`config.mk`:
```
export PLATFORM = sky130hd
export DESIGN_NAME = instruction_fetch_unit_flat
export DESIGN_NICKNAME = d
export VERILOG_FILES = /design/src/rtl/instruction_fetch_unit_if.sv /design/src/rtl/instruction_fetch_unit.sv /design/src/flat_wrapper.sv
export SDC_FILE = /design/constraint.sdc
export NUM_CORES = 1
export LEC_CHECK = 0
export CAP_MARGIN = 15
export CORE_MARGIN = 2
export CORE_UTILIZATION = 50
export DETAILED_ROUTE_END_ITERATION = 7
export GPL_ROUTABILITY_DRIVEN = 0
export PLACE_DENSITY = 0.87
export SLEW_MARGIN = 20
export SYNTH_ARGS = -nofsm -noshare
export SYNTH_HDL_FRONTEND = slang
export SYNTH_SLANG_ARGS = --single-unit
```
`constraint.sdc`:
```
create_clock -name clk -period 7 [get_ports clk]
set_input_delay 1.05 -clock clk [delete_from_list [all_inputs] [get_ports clk]]
set_output_delay 1.05 -clock clk [all_outputs]
set_load 0.02 [all_outputs]
```
`src/rtl/instruction_fetch_unit_if.sv`:
```
// Fetch-side bus bundle for instruction_fetch_unit: memory address/data,
// branch redirect, and the IF/ID valid/ready output stage.
// Optional macro FETCH_MISALIGN_TRAP_EN adds the sticky misalign flag.
interface instruction_fetch_unit_if #(
  parameter int ADDR_W = 64,
  parameter int INS_W  = 32
);
  logic [ADDR_W-1:0] ins_add;
  logic [INS_W-1:0]  ins;
  logic              branch_taken;
  logic [ADDR_W-1:0] branch_target;
  logic              if_valid;
  logic              if_ready;
  logic [ADDR_W-1:0] if_pc;
  logic [INS_W-1:0]  if_ins;
  logic [31:0]       fetch_cnt;
`ifdef FETCH_MISALIGN_TRAP_EN
  logic              misalign;

  // Fetch unit side: drives the address and the decode-facing stage
  modport master (
    output ins_add,
    input  ins,
    input  branch_taken,
    input  branch_target,
    output if_valid,
    input  if_ready,
    output if_pc,
    output if_ins,
    output fetch_cnt,
    output misalign
  );

  // Environment side: memory, branch resolution and decode
  modport slave (
    input  ins_add,
    output ins,
    output branch_taken,
    output branch_target,
    input  if_valid,
    output if_ready,
    input  if_pc,
    input  if_ins,
    input  fetch_cnt,
    input  misalign
  );
`else
  // Fetch unit side: drives the address and the decode-facing stage
  modport master (
    output ins_add,
    input  ins,
    input  branch_taken,
    input  branch_target,
    output if_valid,
    input  if_ready,
    output if_pc,
    output if_ins,
    output fetch_cnt
  );

  // Environment side: memory, branch resolution and decode
  modport slave (
    input  ins_add,
    output ins,
    output branch_taken,
    output branch_target,
    input  if_valid,
    output if_ready,
    input  if_pc,
    input  if_ins,
    input  fetch_cnt
  );
`endif
endinterface

```
`src/rtl/instruction_fetch_unit.sv`:
```
// instruction_fetch_unit: PC register plus IF/ID output register.
// The PC drives instruction memory directly; the instruction returned
// combinationally is captured together with its PC and offered to decode
// through a valid/ready handshake. Branches redirect the PC and flush the
// presented instruction, leaving a one-cycle bubble.
// Optional macro FETCH_MISALIGN_TRAP_EN: a branch to a target that is not
// 4-byte aligned sets a sticky misalign flag and halts fetching until reset.
module instruction_fetch_unit #(
  parameter int                ADDR_W   = 64,
  parameter int                INS_W    = 32,
  parameter logic [ADDR_W-1:0] RESET_PC = '0,
  parameter logic [ADDR_W-1:0] PC_INC   = ADDR_W'(4)
) (
  input  logic                      clk,
  input  logic                      reset_n,
  instruction_fetch_unit_if.master  bus
);

  logic [ADDR_W-1:0] pc_q, pc_d;
  logic              if_valid_q, if_valid_d;
  logic [ADDR_W-1:0] if_pc_q, if_pc_d;
  logic [INS_W-1:0]  if_ins_q, if_ins_d;
  logic [31:0]       fetch_cnt_q, fetch_cnt_d;
  logic              run;
  logic              load;
  logic              accept;

`ifdef FETCH_MISALIGN_TRAP_EN
  localparam logic [0:0] RUN  = 1'b0;
  localparam logic [0:0] HALT = 1'b1;

  logic [0:0] state_q, state_d;
  logic       misalign_q, misalign_d;

  assign run = (state_q == RUN);
`else
  assign run = 1'b1;
`endif

  // A new instruction enters the output stage when the stage is empty or
  // being drained this cycle; a completed handshake is counted separately.
  assign load   = (!if_valid_q || bus.if_ready) && run;
  assign accept = if_valid_q && bus.if_ready;

  // Next-state: branch redirect beats sequential load, which beats stall
  always_comb begin
    pc_d        = pc_q;
    if_valid_d  = if_valid_q;
    if_pc_d     = if_pc_q;
    if_ins_d    = if_ins_q;
    fetch_cnt_d = fetch_cnt_q + {31'd0, accept};
`ifdef FETCH_MISALIGN_TRAP_EN
    state_d     = state_q;
    misalign_d  = misalign_q;
`endif
    if (bus.branch_taken && run) begin
      pc_d       = bus.branch_target;
      if_valid_d = 1'b0;
`ifdef FETCH_MISALIGN_TRAP_EN
      if (bus.branch_target[1:0] != 2'b00) begin
        misalign_d = 1'b1;
        state_d    = HALT;
      end
`endif
    end else if (load) begin
      if_pc_d    = pc_q;
      if_ins_d   = bus.ins;
      if_valid_d = 1'b1;
      pc_d       = pc_q + PC_INC;
    end
  end

  // State registers with asynchronous active-low reset
  always_ff @(posedge clk or negedge reset_n) begin
    if (!reset_n) begin
      pc_q        <= RESET_PC;
      if_valid_q  <= 1'b0;
      if_pc_q     <= '0;
      if_ins_q    <= '0;
      fetch_cnt_q <= '0;
`ifdef FETCH_MISALIGN_TRAP_EN
      state_q     <= RUN;
      misalign_q  <= 1'b0;
`endif
    end else begin
      pc_q        <= pc_d;
      if_valid_q  <= if_valid_d;
      if_pc_q     <= if_pc_d;
      if_ins_q    <= if_ins_d;
      fetch_cnt_q <= fetch_cnt_d;
`ifdef FETCH_MISALIGN_TRAP_EN
      state_q     <= state_d;
      misalign_q  <= misalign_d;
`endif
    end
  end

  assign bus.ins_add   = pc_q;
  assign bus.if_valid  = if_valid_q;
  assign bus.if_pc     = if_pc_q;
  assign bus.if_ins    = if_ins_q;
  assign bus.fetch_cnt = fetch_cnt_q;
`ifdef FETCH_MISALIGN_TRAP_EN
  assign bus.misalign  = misalign_q;
`endif

endmodule
```
`src/flat_wrapper.sv`:
```
// flat-port wrapper written by rule: the top's interface ports become plain ports
module instruction_fetch_unit_flat 
#(
  parameter int                ADDR_W   = 64,
  parameter int                INS_W    = 32,
  parameter logic [ADDR_W-1:0] RESET_PC = '0,
  parameter logic [ADDR_W-1:0] PC_INC   = ADDR_W'(4)
)
  (clk, reset_n, bus_ins_add, bus_ins, bus_branch_taken, bus_branch_target, bus_if_valid, bus_if_ready, bus_if_pc, bus_if_ins, bus_fetch_cnt);
  instruction_fetch_unit_if #(.ADDR_W(ADDR_W), .INS_W(INS_W)) bus_i ();
  input  logic clk;
  input  logic reset_n;
  output wire logic [$bits(bus_i.ins_add)-1:0] bus_ins_add;
  input wire logic [$bits(bus_i.ins)-1:0] bus_ins;
  input wire logic [$bits(bus_i.branch_taken)-1:0] bus_branch_taken;
  input wire logic [$bits(bus_i.branch_target)-1:0] bus_branch_target;
  output wire logic [$bits(bus_i.if_valid)-1:0] bus_if_valid;
  input wire logic [$bits(bus_i.if_ready)-1:0] bus_if_ready;
  output wire logic [$bits(bus_i.if_pc)-1:0] bus_if_pc;
  output wire logic [$bits(bus_i.if_ins)-1:0] bus_if_ins;
  output wire logic [$bits(bus_i.fetch_cnt)-1:0] bus_fetch_cnt;
  assign bus_ins_add = bus_i.ins_add;
  assign bus_i.ins = bus_ins;
  assign bus_i.branch_taken = bus_branch_taken;
  assign bus_i.branch_target = bus_branch_target;
  assign bus_if_valid = bus_i.if_valid;
  assign bus_i.if_ready = bus_if_ready;
  assign bus_if_pc = bus_i.if_pc;
  assign bus_if_ins = bus_i.if_ins;
  assign bus_fetch_cnt = bus_i.fetch_cnt;
  instruction_fetch_unit #(.ADDR_W(ADDR_W), .INS_W(INS_W), .RESET_PC(RESET_PC), .PC_INC(PC_INC)) u_core (.clk(clk), .reset_n(reset_n), .bus(bus_i));
endmodule
```
# After elaboration in Yosys (flattened, before gate mapping)
# Index checks and enable logic that the tools add are counted.
[word_totals]
reg_bits = 193
[classes]
n_mux = 4
n_reduce_logical = 5
bitwise = 1
n_addsub = 2
[op_table]
columns = ["cell", "count"]
rows = [
  ["64-bit two-way mux", 2],
  ["64-bit by 3-bit adder with 64-bit output (second input constant)", 1],
  ["32-bit by 1-bit adder with 32-bit output", 1],
  ["1-bit two-way mux", 2],
  ["2-bit AND reduction", 1],
  ["2-bit nonzero test", 1],
  ["1-bit logical AND", 1],
  ["1-bit zero test", 1],
  ["1-bit logical OR", 1],
  ["1-bit NOT", 1],
]

# Logic depth before layout (Yosys ltp)
[depth]
ltp_word = 4
depth_mapped = 9

# Worst setup path before layout
# No wires, ideal clock.
[synth_timing]
path_kind = "input to register"
startpoint = "input bus_if_ready"
endpoint = "register u_core.pc_q[62], in the netlist u_core.bus.ins_add[62]"
required_time_ps = 6918
cell_stages = 7
path_buffers = 2
t_arrival_ps = 2781
slack_ps = 4138
setup_time_ps = 82
cell_sequence = "nand2b_1 clkbuf_1 nand3_1 or3_1 clkbuf_1 or4_1 a31oi_1"
[synth_via]
elab_chain_len = 2
[synth_rtl]
columns = ["item", "line", "rtl"]
rows = [
  ["start: declaration", "flat_wrapper.sv:18", "input wire logic [$bits(bus_i.if_ready)-1:0] bus_if_ready;"],
  ["1-bit logical OR", "instruction_fetch_unit.sv:42", "assign load = (!if_valid_q || bus.if_ready) && run;"],
  ["2-bit nonzero test (no line)", "--", ""],
  ["end signal: assignment", "instruction_fetch_unit.sv:86", "pc_q <= pc_d;"],
  ["end: declaration", "instruction_fetch_unit.sv:19", "logic [ADDR_W-1:0] pc_q, pc_d;"],
]
# Every way passes these cells.
# A chain may end at the register's enable or synchronous reset.

# Worst setup path in the final report
[layout_timing]
startpoint = "input bus_if_ready"
endpoint = "register u_core.pc_q[60], in the netlist u_core.bus.ins_add[60]"
# The elaborated chain is that of the path after synthesis.

==> metrics.md <==
| Metric | Value |
|---|---|
| Slew Viols, Final | 0 |
| Nets | 1141 |
| Kind of critical path | in2reg |
| Worst rel slew slack | between 30% and 40% |
| Clk root buf | clkbuf_16 |
| Register area share after synthesis | 55.7% |
| Clk Latency, worst-skew pair | 430 ps |
| Row Count | 48 |
| Hold Path Depth | 1 |
| Vias per inst | 5.54 |
| CP max stage delay | 730 ps |
| Largest net degree at the start of global routing | around 110 |
| Gr ovfl total | 0 |
| GR peak layer | met2 |
| DR vias | 7074 |
| P_leak | 0.00492 uW |
| Syn Nets | 866 |
| First-pass GRT wire length | roughly 37000 um |
| Met2 Resource Use GR | 42.1% |
| Detailed Route WL | ~23000 um |
| Ys flop type | dfrtp_1 |
| Tot GR Track Use | 25.4% |
| Routed len/inst | 18.2 um |
| Highest clock rate | 280 MHz |
| Pwr/cell area | about 250 nW/um2 |
| Post-DP HPWL | around 16000 um |
| GR Layer Usage met1 | approximately a third |
| Clock Skew | 12.4 ps |
| Max rail drop VDD | 0.174 mV |
| Distinct cells, synth | 34 |
| Yosys warnings | 0 |
| # resized after CTS | 0 |
| Register clock-pin slew on the reported worst setup and hold paths | approximately 80 ps |
| ANT nets after route | 0 |
| Final min period | ~3600 ps |
| CP Capture Type | flop |
| TritonRoute pass-1 iters | 7 |
| Pre-CTS setup slack | 3000 ps |
| Worst reg2reg path depth | 5 |
| FF+latch count, synth | 193 |
| Ys async rst share | between 90% and 100% |
| Hold Path Class | reg2reg |
| WP data required | 7340 ps |
| Setup TNS | 0 ps |
| TritonCTS clock tree | built |
| Syn Inst Count | about 760 |
| Vias in the first global route | 7068 |
| Number of flops mapped to enable cells by yosys | 0 |
| Endpoints failing hold | 0 |
| CTS Hold Bufs | 0 |
| I/O pin total | 293 |
| Drt first-iter violations | 472 |
| Crit-path max FO | 15 |
| Final period utilization | 51.1% |
| Syn Std Cell Area | just under 9000 um2 |
| Die Wd | 136 um |
| Fraction of layout cells with a size suffix above 1 | between 10% and 20% |
| Slowest CP cell | or3_1 |
| Crit path cell chain | clkdlybuf4s50_1 > nand2b_1 > nand3_1 > or3_1 > or4_1 > a31oi_1 |
| Initial Util | about half |
| PortBufs | 292 |
| Most common cell after layout, fill and taps aside | clkdlybuf4s50_1 |
| TritonCTS Sinks | a little under 200 |
| Commonest non-fill, non-tap cells in the layout | clkdlybuf4s50_1, dfrtp_1, mux2_2, nand2_1, xnor2_1 |
| Core Region | 17100 um2 |
| Unrepaired setup endpoints after global routing | no |
| Outcome | completed |
| Final setup violation count | 0 |
| Average cell area after synthesis | 11.4 um2 |
| TritonCTS Buffers | 17 |
| CTS H-tree depth | 4 |
| Critical Path Start Type | primary input |
| Met3 Use GR | 5.91% |
| DRC Markers | 0 |
| Clock Tree Buf Depth | 2 |
| Layout area overhead | 42.3% |
| DIE AREA | around 18000 um2 |
| Initial antenna violation count | 0 |
| Tightest Pin Transition | 1050 ps |
| Crit path DAT | 3920 ps |
| Post-CTS setup buffers | 0 |
| Setup ws final | 3420 ps |
| Antenna diodes | 0 |
| Chip height | around 140 um |
| Max-cap violations | 0 |
## layout make-up
cell class / instances / area [um2]
Tap cell: 225 / 282
Timing Repair Buffer: 297 / 2960
Clock buffer: 17 / 425
Clock inverter: 15 / 153
Inverter: 10 / 37.5
Multi-Input combinational cell: 519 / 3640
Fill cell: 1226 / 4790
Sequential cell: 193 / 4830
## routing by layer
layer	routed length, um	vias to the layer above	share of wire [%]
met5	0	-	0
met4	335	0	1.4
met3	1530	28	6.6
met2	11600	248	50
met1	9700	3499	42
li1	-	3299	-
## where the power goes
part	leakage, uW	total [uW]	internal (uW)	switching [uW]
Combinational	0.00229	772	403	369
Sequential	0.00235	1390	1250	134
Clock	0.000284	956	502	455
Total	0.00492	3120	2160	957
## metrics by stage
step | instances | total power [uW] | hold WS (ps) | cell area, um2 | util [%]
floorplan | 763 | 1740 | 578 | 8660 | -
global placement | 1244 | 2160 | 455 | 11700 | 68.6
detailed placement | 1244 | 2180 | 473 | 11700 | 68.6
CTS | 1276 | 3140 | 483 | 12300 | 72.0
global route | 1276 | 3240 | 504 | 12300 | 72.0
finish | 1276 | 3120 | 479 | 12300 | 72.0
## worst paths after layout
check                                              start                       end  slack (ps)
worst max-delay path                        bus_if_ready    u_core.bus.ins_add[60]        3420
worst min-delay path            u_core.bus.fetch_cnt[31]  u_core.bus.fetch_cnt[31]         480
worst max register to register    u_core.bus.ins_add[17]    u_core.bus.ins_add[60]        4170
worst min register to register  u_core.bus.fetch_cnt[31]  u_core.bus.fetch_cnt[31]         480
max in group asynchronous                        reset_n      u_core.bus.if_pc[54]        5000
min in group asynchronous                        reset_n  u_core.bus.fetch_cnt[15]         720
## critical path, delay by kind of cell
family / cells / cell delay [ps]
simple gates: 4 / 2130
buf+inv: 1 / 540
compound gates: 1 / 190
## flip-flops by register name, indices dropped and copies added, names as in the netlist
signal / cells
u_core.bus.fetch_cnt: 32
u_core.bus.ins_add: 64
u_core.bus.if_pc: 64
u_core.bus.if_ins: 32
u_core.bus.if_valid: 1
## Yosys cell counts, types with 16 or more instances
master    number  area, um2
a31oi_1       16        100
clkbuf_1      38        143
dfrtp_1      193       4830
mux2_2        99       1110
nand2_1       81        304
nand3_1       36        180
nand4_1       24        150
nor2_1        32        120
nor4_1        20        125
o21ai_0       41        205
or4_1         18        135
xnor2_1       50        438
xor2_1        20        175
## cells by family after synthesis
kind of cell | count (synthesis) | share of synthesized area, %
AOI/OAI and AO/OA | 78 | 5.42
and+or+nand+nor | 267 | 15.9
adders and majority gates | 3 | 0.433
buffers and inverters | 51 | 2.33
muxes | 101 | 13.1
xor gates and xnor gates | 70 | 7.08
DFF | 193 | 55.7
Power figures use the tool's default switching activity.
